==> src/rtl/dcache_pkg.sv <==
// dcache_pkg: shared state encoding and geometry helpers for the associative data cache.
package dcache_pkg;

    typedef enum logic [1:0] {IDLE, FILL, WRITE} state_t;

    function automatic bit is_pow2(int n);
        return n > 0 && (n & (n - 1)) == 0;
    endfunction

    function automatic bit params_ok(int ways, int line_words, int num_sets);
        return (ways == 1 || ways == 2) && line_words >= 2 && is_pow2(line_words) && is_pow2(num_sets);
    endfunction

    function automatic int offset_w(int line_words);
        return $clog2(line_words);
    endfunction

    function automatic int index_w(int num_sets);
        return $clog2(num_sets);
    endfunction

    function automatic int tag_w(int word_size, int line_words, int num_sets);
        return word_size - $clog2(line_words) - $clog2(num_sets);
    endfunction

endpackage

==> src/rtl/dcache_way.sv <==
// dcache_way: valid/tag/data storage for one cache way with combinational lookup.
module dcache_way #(
    parameter int WORD_SIZE  = 16,
    parameter int LINE_WORDS = 4,
    parameter int NUM_SETS   = 4,
    parameter int TAG_W      = 12,
    localparam int OW = $clog2(LINE_WORDS),
    localparam int IW = NUM_SETS > 1 ? $clog2(NUM_SETS) : 1
) (
    input  logic                            clk,
    input  logic                            reset_n,
    input  logic [IW-1:0]                   idx,
    input  logic [TAG_W-1:0]                tag,
    input  logic [OW-1:0]                   offset,
    output logic                            vld,
    output logic                            hit,
    output logic [WORD_SIZE-1:0]            rword,
    input  logic                            line_we,
    input  logic [LINE_WORDS*WORD_SIZE-1:0] line,
    input  logic                            word_we,
    input  logic [WORD_SIZE-1:0]            wdata
);

    logic [NUM_SETS-1:0]                        valid;
    logic [TAG_W-1:0]                           tags [NUM_SETS];
    logic [LINE_WORDS-1:0][WORD_SIZE-1:0]       data [NUM_SETS];

    assign vld   = valid[idx];
    assign hit   = vld && tags[idx] == tag;
    assign rword = data[idx][offset];

    always_ff @(posedge clk or negedge reset_n) begin
        if (!reset_n)
            valid <= '0;
        else if (line_we)
            valid[idx] <= 1'b1;
    end

    // Tag and data arrays carry no reset; valid bits alone qualify them.
    always_ff @(posedge clk) begin
        if (line_we) begin
            tags[idx] <= tag;
            data[idx] <= line;
        end else if (word_we) begin
            data[idx][offset] <= wdata;
        end
    end

endmodule

==> src/rtl/dcache_assoc.sv <==
// dcache_assoc: parametrised write-through, no-write-allocate cache with LRU replacement and hit/miss counters.
module dcache_assoc import dcache_pkg::*; #(
    parameter int WORD_SIZE  = 16,
    parameter int LINE_WORDS = 4,
    parameter int NUM_SETS   = 4,
    parameter int WAYS       = 2
) (
    input  logic                            clk,
    input  logic                            reset_n,
    input  logic                            readC,
    input  logic                            writeC,
    input  logic [WORD_SIZE-1:0]            address,
    input  logic [WORD_SIZE-1:0]            data_in,
    output logic [WORD_SIZE-1:0]            data_out,
    output logic                            readyC,
    output logic                            readM,
    output logic                            writeM,
    output logic [WORD_SIZE-1:0]            addressM,
    input  logic [LINE_WORDS*WORD_SIZE-1:0] dataM_in,
    output logic [WORD_SIZE-1:0]            dataM_out,
    input  logic                            readyM,
    input  logic                            doneM,
    output logic [WORD_SIZE-1:0]            num_hit,
    output logic [WORD_SIZE-1:0]            num_miss
);

    localparam int OFFSET_W = offset_w(LINE_WORDS);
    localparam int INDEX_W  = index_w(NUM_SETS);
    localparam int TAG_W    = tag_w(WORD_SIZE, LINE_WORDS, NUM_SETS);
    localparam int IDX_W    = INDEX_W > 0 ? INDEX_W : 1;

    if (!params_ok(WAYS, LINE_WORDS, NUM_SETS)) begin : g_bad_params
        $error("dcache_assoc: illegal WAYS/LINE_WORDS/NUM_SETS");
    end

    state_t                         state;
    logic [WORD_SIZE-1:0]           addr_q, lk_addr;
    logic [IDX_W-1:0]               idx;
    logic [TAG_W-1:0]               tag;
    logic [OFFSET_W-1:0]            off;
    logic [WAYS-1:0]                hit, vld;
    logic [WAYS-1:0][WORD_SIZE-1:0] rword;
    logic [NUM_SETS-1:0]            lru;
    logic                           hit_any, hit_way, victim, replay, rd_hit, fill_done, write_done;

    // Outside IDLE the lookup runs on the latched request so the CPU may move on.
    assign lk_addr = state == IDLE ? address : addr_q;
    assign tag     = lk_addr[WORD_SIZE-1 -: TAG_W];
    assign off     = lk_addr[OFFSET_W-1:0];

    if (INDEX_W == 0) begin : g_one_set
        assign idx = '0;
    end else begin : g_sets
        assign idx = lk_addr[OFFSET_W +: INDEX_W];
    end

    for (genvar w = 0; w < WAYS; w++) begin : g_way
        dcache_way #(
            .WORD_SIZE(WORD_SIZE), .LINE_WORDS(LINE_WORDS), .NUM_SETS(NUM_SETS), .TAG_W(TAG_W)
        ) u_way (
            .clk(clk), .reset_n(reset_n), .idx(idx), .tag(tag), .offset(off),
            .vld(vld[w]), .hit(hit[w]), .rword(rword[w]),
            .line_we(fill_done && victim == 1'(w)), .line(dataM_in),
            .word_we(write_done && hit[w]), .wdata(dataM_out)
        );
    end

    assign hit_any    = |hit;
    assign hit_way    = (WAYS == 2) && hit[WAYS-1];
    assign victim     = (WAYS == 2) && vld[0] && (!vld[WAYS-1] || lru[idx]);
    assign rd_hit     = state == IDLE && readC && !writeC && hit_any;
    assign fill_done  = state == FILL && readyM;
    assign write_done = state == WRITE && doneM;
    assign readyC     = rd_hit || write_done;
    assign data_out   = rd_hit ? rword[hit_way] : '0;

    always_ff @(posedge clk or negedge reset_n) begin
        if (!reset_n) begin
            state     <= IDLE;
            readM     <= 1'b0;
            writeM    <= 1'b0;
            addressM  <= '0;
            dataM_out <= '0;
            addr_q    <= '0;
            lru       <= '0;
            replay    <= 1'b0;
            num_hit   <= '0;
            num_miss  <= '0;
        end else begin
            case (state)
                IDLE: begin
                    replay <= 1'b0;
                    if (writeC) begin
                        state     <= WRITE;
                        writeM    <= 1'b1;
                        addressM  <= address;
                        dataM_out <= data_in;
                        addr_q    <= address;
                    end else if (readC && hit_any) begin
                        lru[idx] <= ~hit_way;
                        if (!replay)
                            num_hit <= num_hit + WORD_SIZE'(1);
                    end else if (readC) begin
                        state    <= FILL;
                        readM    <= 1'b1;
                        addressM <= {address[WORD_SIZE-1:OFFSET_W], {OFFSET_W{1'b0}}};
                        addr_q   <= address;
                    end
                end
                FILL: if (readyM) begin
                    state    <= IDLE;
                    readM    <= 1'b0;
                    lru[idx] <= ~victim;
                    replay   <= 1'b1;
                    num_miss <= num_miss + WORD_SIZE'(1);
                end
                WRITE: if (doneM) begin
                    state  <= IDLE;
                    writeM <= 1'b0;
                    if (hit_any) begin
                        lru[idx] <= ~hit_way;
                        num_hit  <= num_hit + WORD_SIZE'(1);
                    end else begin
                        num_miss <= num_miss + WORD_SIZE'(1);
                    end
                end
                default: state <= IDLE;
            endcase
        end
    end

endmodule

==> config.mk <==
export PLATFORM = sky130hd
export DESIGN_NAME = dcache_assoc
export DESIGN_NICKNAME = d
export VERILOG_FILES = /design/src/rtl/dcache_pkg.sv /design/src/rtl/dcache_way.sv /design/src/rtl/dcache_assoc.sv
export SDC_FILE = /design/constraint.sdc
export NUM_CORES = 1
export LEC_CHECK = 0
export ABC_AREA = 0
export CAP_MARGIN = 25
export CORE_UTILIZATION = 30
export CTS_CLUSTER_DIAMETER = 80
export DETAILED_ROUTE_END_ITERATION = 8
export GPL_TIMING_DRIVEN = 0
export PLACE_DENSITY = 0.43
export RECOVER_POWER = 50
export SETUP_SLACK_MARGIN = 0.2
export SYNTH_ARGS = -nofsm -noshare
export SYNTH_HDL_FRONTEND = slang
export SYNTH_SLANG_ARGS = --single-unit
==> constraint.sdc <==
create_clock -name clk -period 9.1 [get_ports clk]
set_clock_uncertainty 0.05 [all_clocks]
set_input_delay 0.91 -clock clk [delete_from_list [all_inputs] [get_ports clk]]
set_output_delay 0.91 -clock clk [all_outputs]
set_load 0.01 [all_outputs]
### Word level (Yosys, flattened, before mapping)

Memory sizes are Yosys's and may differ from the RTL's.
Cells that the tools add are included.

| cells by class | value |
|---|---|
| add/subtract/negate cells | 2 |
| multiply operators | 0 |
| divide/modulo/power cells | 0 |
| order comparisons | 5 |
| eq/ne operators | 17 |
| shifts and indexed selects | 0 |
| mux-type cells | 196 |
| bitwise logic cells | 132 |
| reductions and logical operators | 35 |

Operators with widths:

| operator | count |
|---|---|
| $mux 16 | 21 |
| $mux 1 | 147 |
| $mux 64 | 2 |
| $or 1x1->1 | 128 |
| $bmux 16 s2 | 2 |
| $pmux 16 s2 | 2 |
| $add 16x1->16 const B | 2 |
| $demux 16 s2 | 1 |
| $eq 12x12->1 | 2 |
| $mux 4 | 5 |
| $ne 2x2->1 const B | 10 |
| $logic_and 1x1->1 | 15 |
| $pmux 4 s3 | 1 |
| $reduce_and 6->1 | 2 |
| $mux 2 | 5 |
| $bwmux 4 | 2 |
| $or 4x4->4 | 2 |
| $reduce_and 4->1 | 2 |
| $reduce_bool 2->1 | 4 |
| $bmux 1 s2 | 3 |
| $lt 2x3->1 const B | 2 |
| $ne 3x3->1 const B | 2 |
| $pmux 1 s2 | 3 |
| $pmux 2 s3 | 1 |
| 15 further kinds | 21 |

| word-level totals | value |
|---|---|
| register bits | 97 |
| bits in latches | 0 |
| bits in writable memories | 608 |
| bits in read-only memories | 0 |
| input bits | 102 |
| output and inout port bits | 83 |
| memories kept | 4 |

Memory list:

| name | words | bits a word | read ports | clocked after memory_dff | wr ports | RTL line | source |
|---|---|---|---|---|---|---|---|
| g_way[0].u_way.data | 4 | 64 | 1 | 0 | 1 | dcache_way.sv:26 | `logic [LINE_WORDS-1:0][WORD_SIZE-1:0] data [NUM_SETS];` |
| g_way[1].u_way.data | 4 | 64 | 1 | 0 | 1 | dcache_way.sv:26 |  |
| g_way[0].u_way.tags | 4 | 12 | 1 | 0 | 1 | dcache_way.sv:25 | `logic [TAG_W-1:0] tags [NUM_SETS];` |
| g_way[1].u_way.tags | 4 | 12 | 1 | 0 | 1 | dcache_way.sv:25 |  |

### Longest topological paths before layout

| depth | value |
|---|---|
| depth in word-level cells | 12 |
| depth in mapped cells | 15 |
| gate-level depth less buffers | 10 |

### Cells and area by module

Synthesis repeated with hierarchy kept, for this count alone.

| unflattened totals | value |
|---|---|
| cell total of the unflattened synthesis | 1446 |
| area total of the unflattened synthesis | 29329.4 um^2 |

By module, submodules not included:

| module | times used | cells an instance | area an instance (um^2) | sequential area each (um^2) |
|---|---|---|---|---|
| dcache_way at g_way[0].u_way | 1 | 554 | 12695.9 | 9228.9 |
| dcache_way at g_way[1].u_way | 1 | 554 | 12692.2 | 9228.9 |
| dcache_assoc | 1 | 338 | 3941.3 | 1876.8 |

### Worst setup path after synthesis

OpenSTA, ideal clock, no wires.

| timing path | value |
|---|---|
| kind | input-to-reg |
| start | input address[2] |
| end | memory g_way[0].u_way.data[0][0] (netlist name), enable pin |
| setup time | 0.388 ns |
| data arrival time | 4.406 ns |
| required time | 8.662 ns |
| slack | 4.255 ns |
| cell stages on the path | 13 |
| cell sequence | or4b_1 -> o21ai_1 -> buf_4 -> a22oi_1 -> and3_1 -> nor4_2 -> or3b_1 -> and4bb_1 -> buf_4 -> nand3_2 -> buf_2 -> and2_1 -> nor2_1 |

| between the ends | value |
|---|---|
| word-level cells in the longest chain between the ends | 11 |

Ends and longest elaborated chain:

| what | RTL line | source |
|---|---|---|
| from (decl) | dcache_assoc.sv:12 | `input logic [WORD_SIZE-1:0] address,` |
| $mux 16 (*) | dcache_assoc.sv:47 | `assign lk_addr = state == IDLE ? address : addr_q;` |
| parallel branches: the longest is 10 deep, another holds $mem_v2 4x12 | n/a |  |
| to (decl) | dcache_way.sv:26 |  |

Every way passes the cells marked *. The select of a mux whose other input is x is not followed.

### Worst setup path after layout

| timing path | value |
|---|---|
| start | register state[0] |
| end | output data_out[1] |

RTL lines:

| what | RTL line | source |
|---|---|---|
| from (decl) | dcache_assoc.sv:36 | `state_t state;` |
| from (signal assigned) | dcache_assoc.sv:79 | `state <= IDLE;` |
| from (signal assigned) | dcache_assoc.sv:94 | `state <= WRITE;` |
| from (signal assigned) | dcache_assoc.sv:104 | `state <= FILL;` |
| $logic_not 2->1 (*) | dcache_assoc.sv:47 |  |
| $mux 16 (*) | dcache_assoc.sv:47 |  |
| net g_way[0].u_way.tag[9] | dcache_way.sv:13 | `input logic [TAG_W-1:0] tag,` |
| $eq 12x12->1 | dcache_way.sv:29 | `assign hit = vld && tags[idx] == tag;` |
| $logic_and 1x1->1 | dcache_way.sv:29 |  |
| $mux 16 (implied by the code) / $reduce_or 2->1 (equally long branches) | dcache_assoc.sv:75, dcache_assoc.sv:68 |  |
| $mux 16 (implied by the code) / $logic_and 1x1->1 (equally long branches) | dcache_assoc.sv:75, dcache_assoc.sv:71 |  |
| $mux 16 (*) | dcache_assoc.sv:75 | `assign data_out = rd_hit ? rword[hit_way] : '0;` |
| to (decl) | dcache_assoc.sv:14 | `output logic [WORD_SIZE-1:0] data_out,` |

Mark *: on every way through the listed nets, which the timed path passes. The rest lies on a longest branch. The select of a mux whose other input is x is not followed.

==> results.py <==
metrics = {
    "run_status": {
        "status": "complete, but fails checks",
        "violations": "capacitance limit, slew limit",
    },
    "hold_path": {
        "worst_hold_path_type": "reg -> reg",
    },
    "sta": {
        "fmaxAchievable_ghz": 0.124,
        "period_minus_slack_ps": 8050,
        "setup_viol": 0,
        "max_slew_margin": -1.27,
        "setup_tns_ps": 0,
        "setup_repair_after_global_routing_missed_its_margin": "false",
        "finalHoldViolations": 0,
        "share_of_the_clock_period_used_by_the_worst_path_after_layout": 0.884,
        "worst_pin_slew_ps": 3410,
        "drv_slew": 74,
    },
    "drt": {
        "dr.pass1.iters": 7,
        "top_signal_layer_used": "met5",
        "wirelength_um": 107000,
        "detailroute.wirelength.met2_um": 47400,
        "num_vias": 19600,
        "vias_per_cell": 5.32,
        "ant_nets": 0,
        "drtIter0Drc": 2170,
        "routed_wire_length_per_instance_um": 29.2,
        "detail_route.wirelength.met1_um": 47000,
        "drt_drc_violations_left": 0,
        "wl_met3_um": 9350,
    },
    "power": {
        "peakVddDrop_v": 0.000137,
        "pwr-share-seq": 0.420,
        "leakage_nw": 11.8,
        "switching_share_of_power": 0.331,
        "totalPowerFinal_mw": 9.09,
        "clock_power_share": 0.344,
        "net-switching-power_mw": 3.01,
        "internal_power_mw": 6.08,
        "power.share.combinational": 0.235,
        "power_density_nw_per_um2": 257,
    },
    "logic_synthesis": {
        "warnings_from_yosys": 0,
        "post_synth_fa_ha_maj_area_fraction": 0.000865,
        "seq_area_frac_synth": 0.703,
        "yosys-mux-area-fraction": 0.0717,
        "synthesis.nets": 2133,
        "synth_enable_flop_cells": 608,
        "synthSimpleGateAreaFrac": 0.0765,
        "synthFlopType": "sky130_fd_sc_hd__edfxtp_1",
        "avgSynthCellArea_sq_um": 14.3,
        "fraction_of_registers_with_async_set_or_reset_after_synthesis": 0.120,
        "synthesis.area_sq_um": 28900,
        "post_synth_xor_area_fraction": 0.0145,
        "synth_cell_types": 66,
        "postSynthRegisterBits": 691,
        "synth_compound_area_frac": 0.107,
        "synth_cells": 2029,
        "synth_top_family_by_area": "compound AO/OA/AOI/OAI gates",
    },
    "cts": {
        "clock_sink_count": 691,
        "tritoncts": "done",
        "clock_tree.htree_level_count": 3,
        "cts_setup_buffers": 0,
        "cts.root.buffer_cell": "sky130_fd_sc_hd__clkbuf_16",
        "worst_setup_hold_path_clk_slew_ps": 50,
        "cts_hold_buf": 0,
        "cts_resizes": 0,
        "ctsLongestPathBuffers": 3,
        "clk-insertion-delay-late_ps": 640,
        "cts_buffers": 80,
    },
    "die": {
        "die_height_um": 312,
        "initial_core_utilization": 0.303,
        "io_pins": 185,
        "fp.dieArea_sq_um": 97600,
        "fp.dieW_um": 312,
        "rows": 113,
        "core_sq_um": 95300,
    },
    "setup_path": {
        "cp_data_required_time_ps": 8140,
        "worstSetupStartpointType": "register",
        "crit_end_category": "primary output",
        "worstPathMaxFanout": 11,
        "path_class": "reg -> out",
        "critPathArrivalTime_ps": 7090,
    },
    "global_route": {
        "grt_max_degree": 60,
        "grt_overflow": 0,
        "grtUsageTotal": 0.218,
        "number_of_global_route_vias_before_repair": 19400,
        "antenna_found_initial": 17,
        "first_pass_grt_wire_length_um": 149000,
    },
    "cells_and_area": {
        "drive_above_1_share": 0.122,
        "filler_cell_count": 9202,
        "layout_commonest_cell": "sky130_fd_sc_hd__edfxtp_1",
        "final_standard_cell_area_without_fillers_sq_um": 35400,
        "final_core_utilization": 0.372,
        "num-nets-final": 2445,
        "layout.cells.most_common_list": "sky130_fd_sc_hd__edfxtp_1 (608), sky130_fd_sc_hd__nand2_1 (341), sky130_fd_sc_hd__clkbuf_1 (153)",
        "layout-area-overhead-vs-synth_pct": 22.6,
    },
    "placement": {
        "buffer_ports.inserted": 184,
        "gp_routability_congestion": 0.923,
        "hpwl_um": 78200,
        "detailed_place.area_sq_um": 33200,
    },
    "flow_run": {
        "drv.max_cap_violation_count": 3,
    },
}
-- worst paths after layout --
check | start | endpoint | slack, ps | cells after the start
max | state[0] | data_out[1] | 1050 | 15
min | g_way[0].u_way.valid[0] | g_way[0].u_way.valid[0] | 410 | 1
max reg2reg | state[0] | g_way[1].u_way.data[1][46] | 2320 | 16
min reg2reg | g_way[0].u_way.valid[0] | g_way[0].u_way.valid[0] | 410 | 1
max in group asynchronous | reset_n | g_way[0].u_way.valid[0] | 4570 | 2
min in group asynchronous | reset_n | num_hit[5] | 540 | 1
-- power groups by stage --
stage                     logic [mW]  registers (mW)  clock network [mW]
after floorplan                 1.09            3.76                   0
after global placement          2.07            3.92                   0
after detailed placement        2.19            3.88                   0
after CTS                       2.20            3.82                3.20
after global routing            2.25            3.83                3.31
final                           2.14            3.82                3.13
-- registers in the layout, summed over array words and instances, names as in the netlist --
register	flops
g_way.u_way.valid	8
num_hit	16
addressM	15
writeM	1
addr_q	3
g_way.u_way.tags	96
replay	1
num_miss	16
readM	1
dataM_out	16
lru	4
g_way.u_way.data	512
state	2
-- routing by layer --
layer,global-route usage,up-vias
met1,0.304,9981
met5,0,-
met3,0.0571,149
met2,0.328,912
met4,0.0725,2
li1,-,8530
-- cell usage after synthesis, drive strengths merged (15+ instances only) --
| master | count | area share |
|---|---|---|
| inv | 15 | 0.0019 |
| a22o | 16 | 0.0048 |
| a211oi | 19 | 0.0049 |
| buf | 50 | 0.011 |
| a311oi | 75 | 0.023 |
| nand3 | 15 | 0.0029 |
| a31oi | 46 | 0.010 |
| clkbuf | 102 | 0.013 |
| nor2 | 73 | 0.0095 |
| edfxtp | 608 | 0.63 |
| xor2 | 21 | 0.0064 |
| nand2 | 341 | 0.044 |
| a21oi | 62 | 0.011 |
| a211o | 15 | 0.0045 |
| mux2 | 163 | 0.064 |
| o311ai | 15 | 0.0045 |
| a22oi | 18 | 0.0047 |
| xnor2 | 27 | 0.0082 |
| dfrtp | 83 | 0.072 |
| o22ai | 122 | 0.026 |
| nor4 | 15 | 0.0040 |
-- logic make-up after synthesis --
kind of cell / Yosys count
XOR/XNOR: 48
AND/OR/NAND/NOR: 507
buffers and inverters: 167
flip-flops: 691
multiplexers: 176
AO/OA/AOI/OAI: 438
adder cells (fa/ha/maj): 2
-- area by class of cell --
class,instances,area [sq um],share of cell area
diodes,7,17.5,0.000494
plain buffers,152,651,0.0184
clock buffers,105,2130,0.0600
clock inverters,40,383,0.0108
inverters,15,56.3,0.00159
multi-input cells,1171,7840,0.221
flip-flops and latches,691,20300,0.574
well taps,1265,1580,0.0446
repair buffers,230,2460,0.0693
-- worst max-delay path, cell delays in order (launching register included) --
cell and delay, ps:
sky130_fd_sc_hd__dfrtp_1 430, sky130_fd_sc_hd__or2_1 130, sky130_fd_sc_hd__clkbuf_1 240, sky130_fd_sc_hd__clkbuf_1 480, sky130_fd_sc_hd__clkbuf_1 540, sky130_fd_sc_hd__nand2_1 110, sky130_fd_sc_hd__nand2_1 400, sky130_fd_sc_hd__a31o_2 180
sky130_fd_sc_hd__nand4_1 160, sky130_fd_sc_hd__or3b_2 520, sky130_fd_sc_hd__nor4_4 740, sky130_fd_sc_hd__buf_4 370, sky130_fd_sc_hd__clkbuf_1 570, sky130_fd_sc_hd__o311ai_0 400, sky130_fd_sc_hd__a21oi_1 510, sky130_fd_sc_hd__clkdlybuf4s50_1 640
-- through the flow --
step | std cells | hold WS [ps] | setup slack, ps
after floorplan | 2029 | 389 | 4260
after global placement | 3478 | 401 | 1820
after detailed placement | 3524 | 403 | 1760
after CTS | 3669 | 113 | 1740
after global routing | 3672 | 420 | 842
final | 3676 | 414 | 1050
Power figures use the tool's default switching activity.
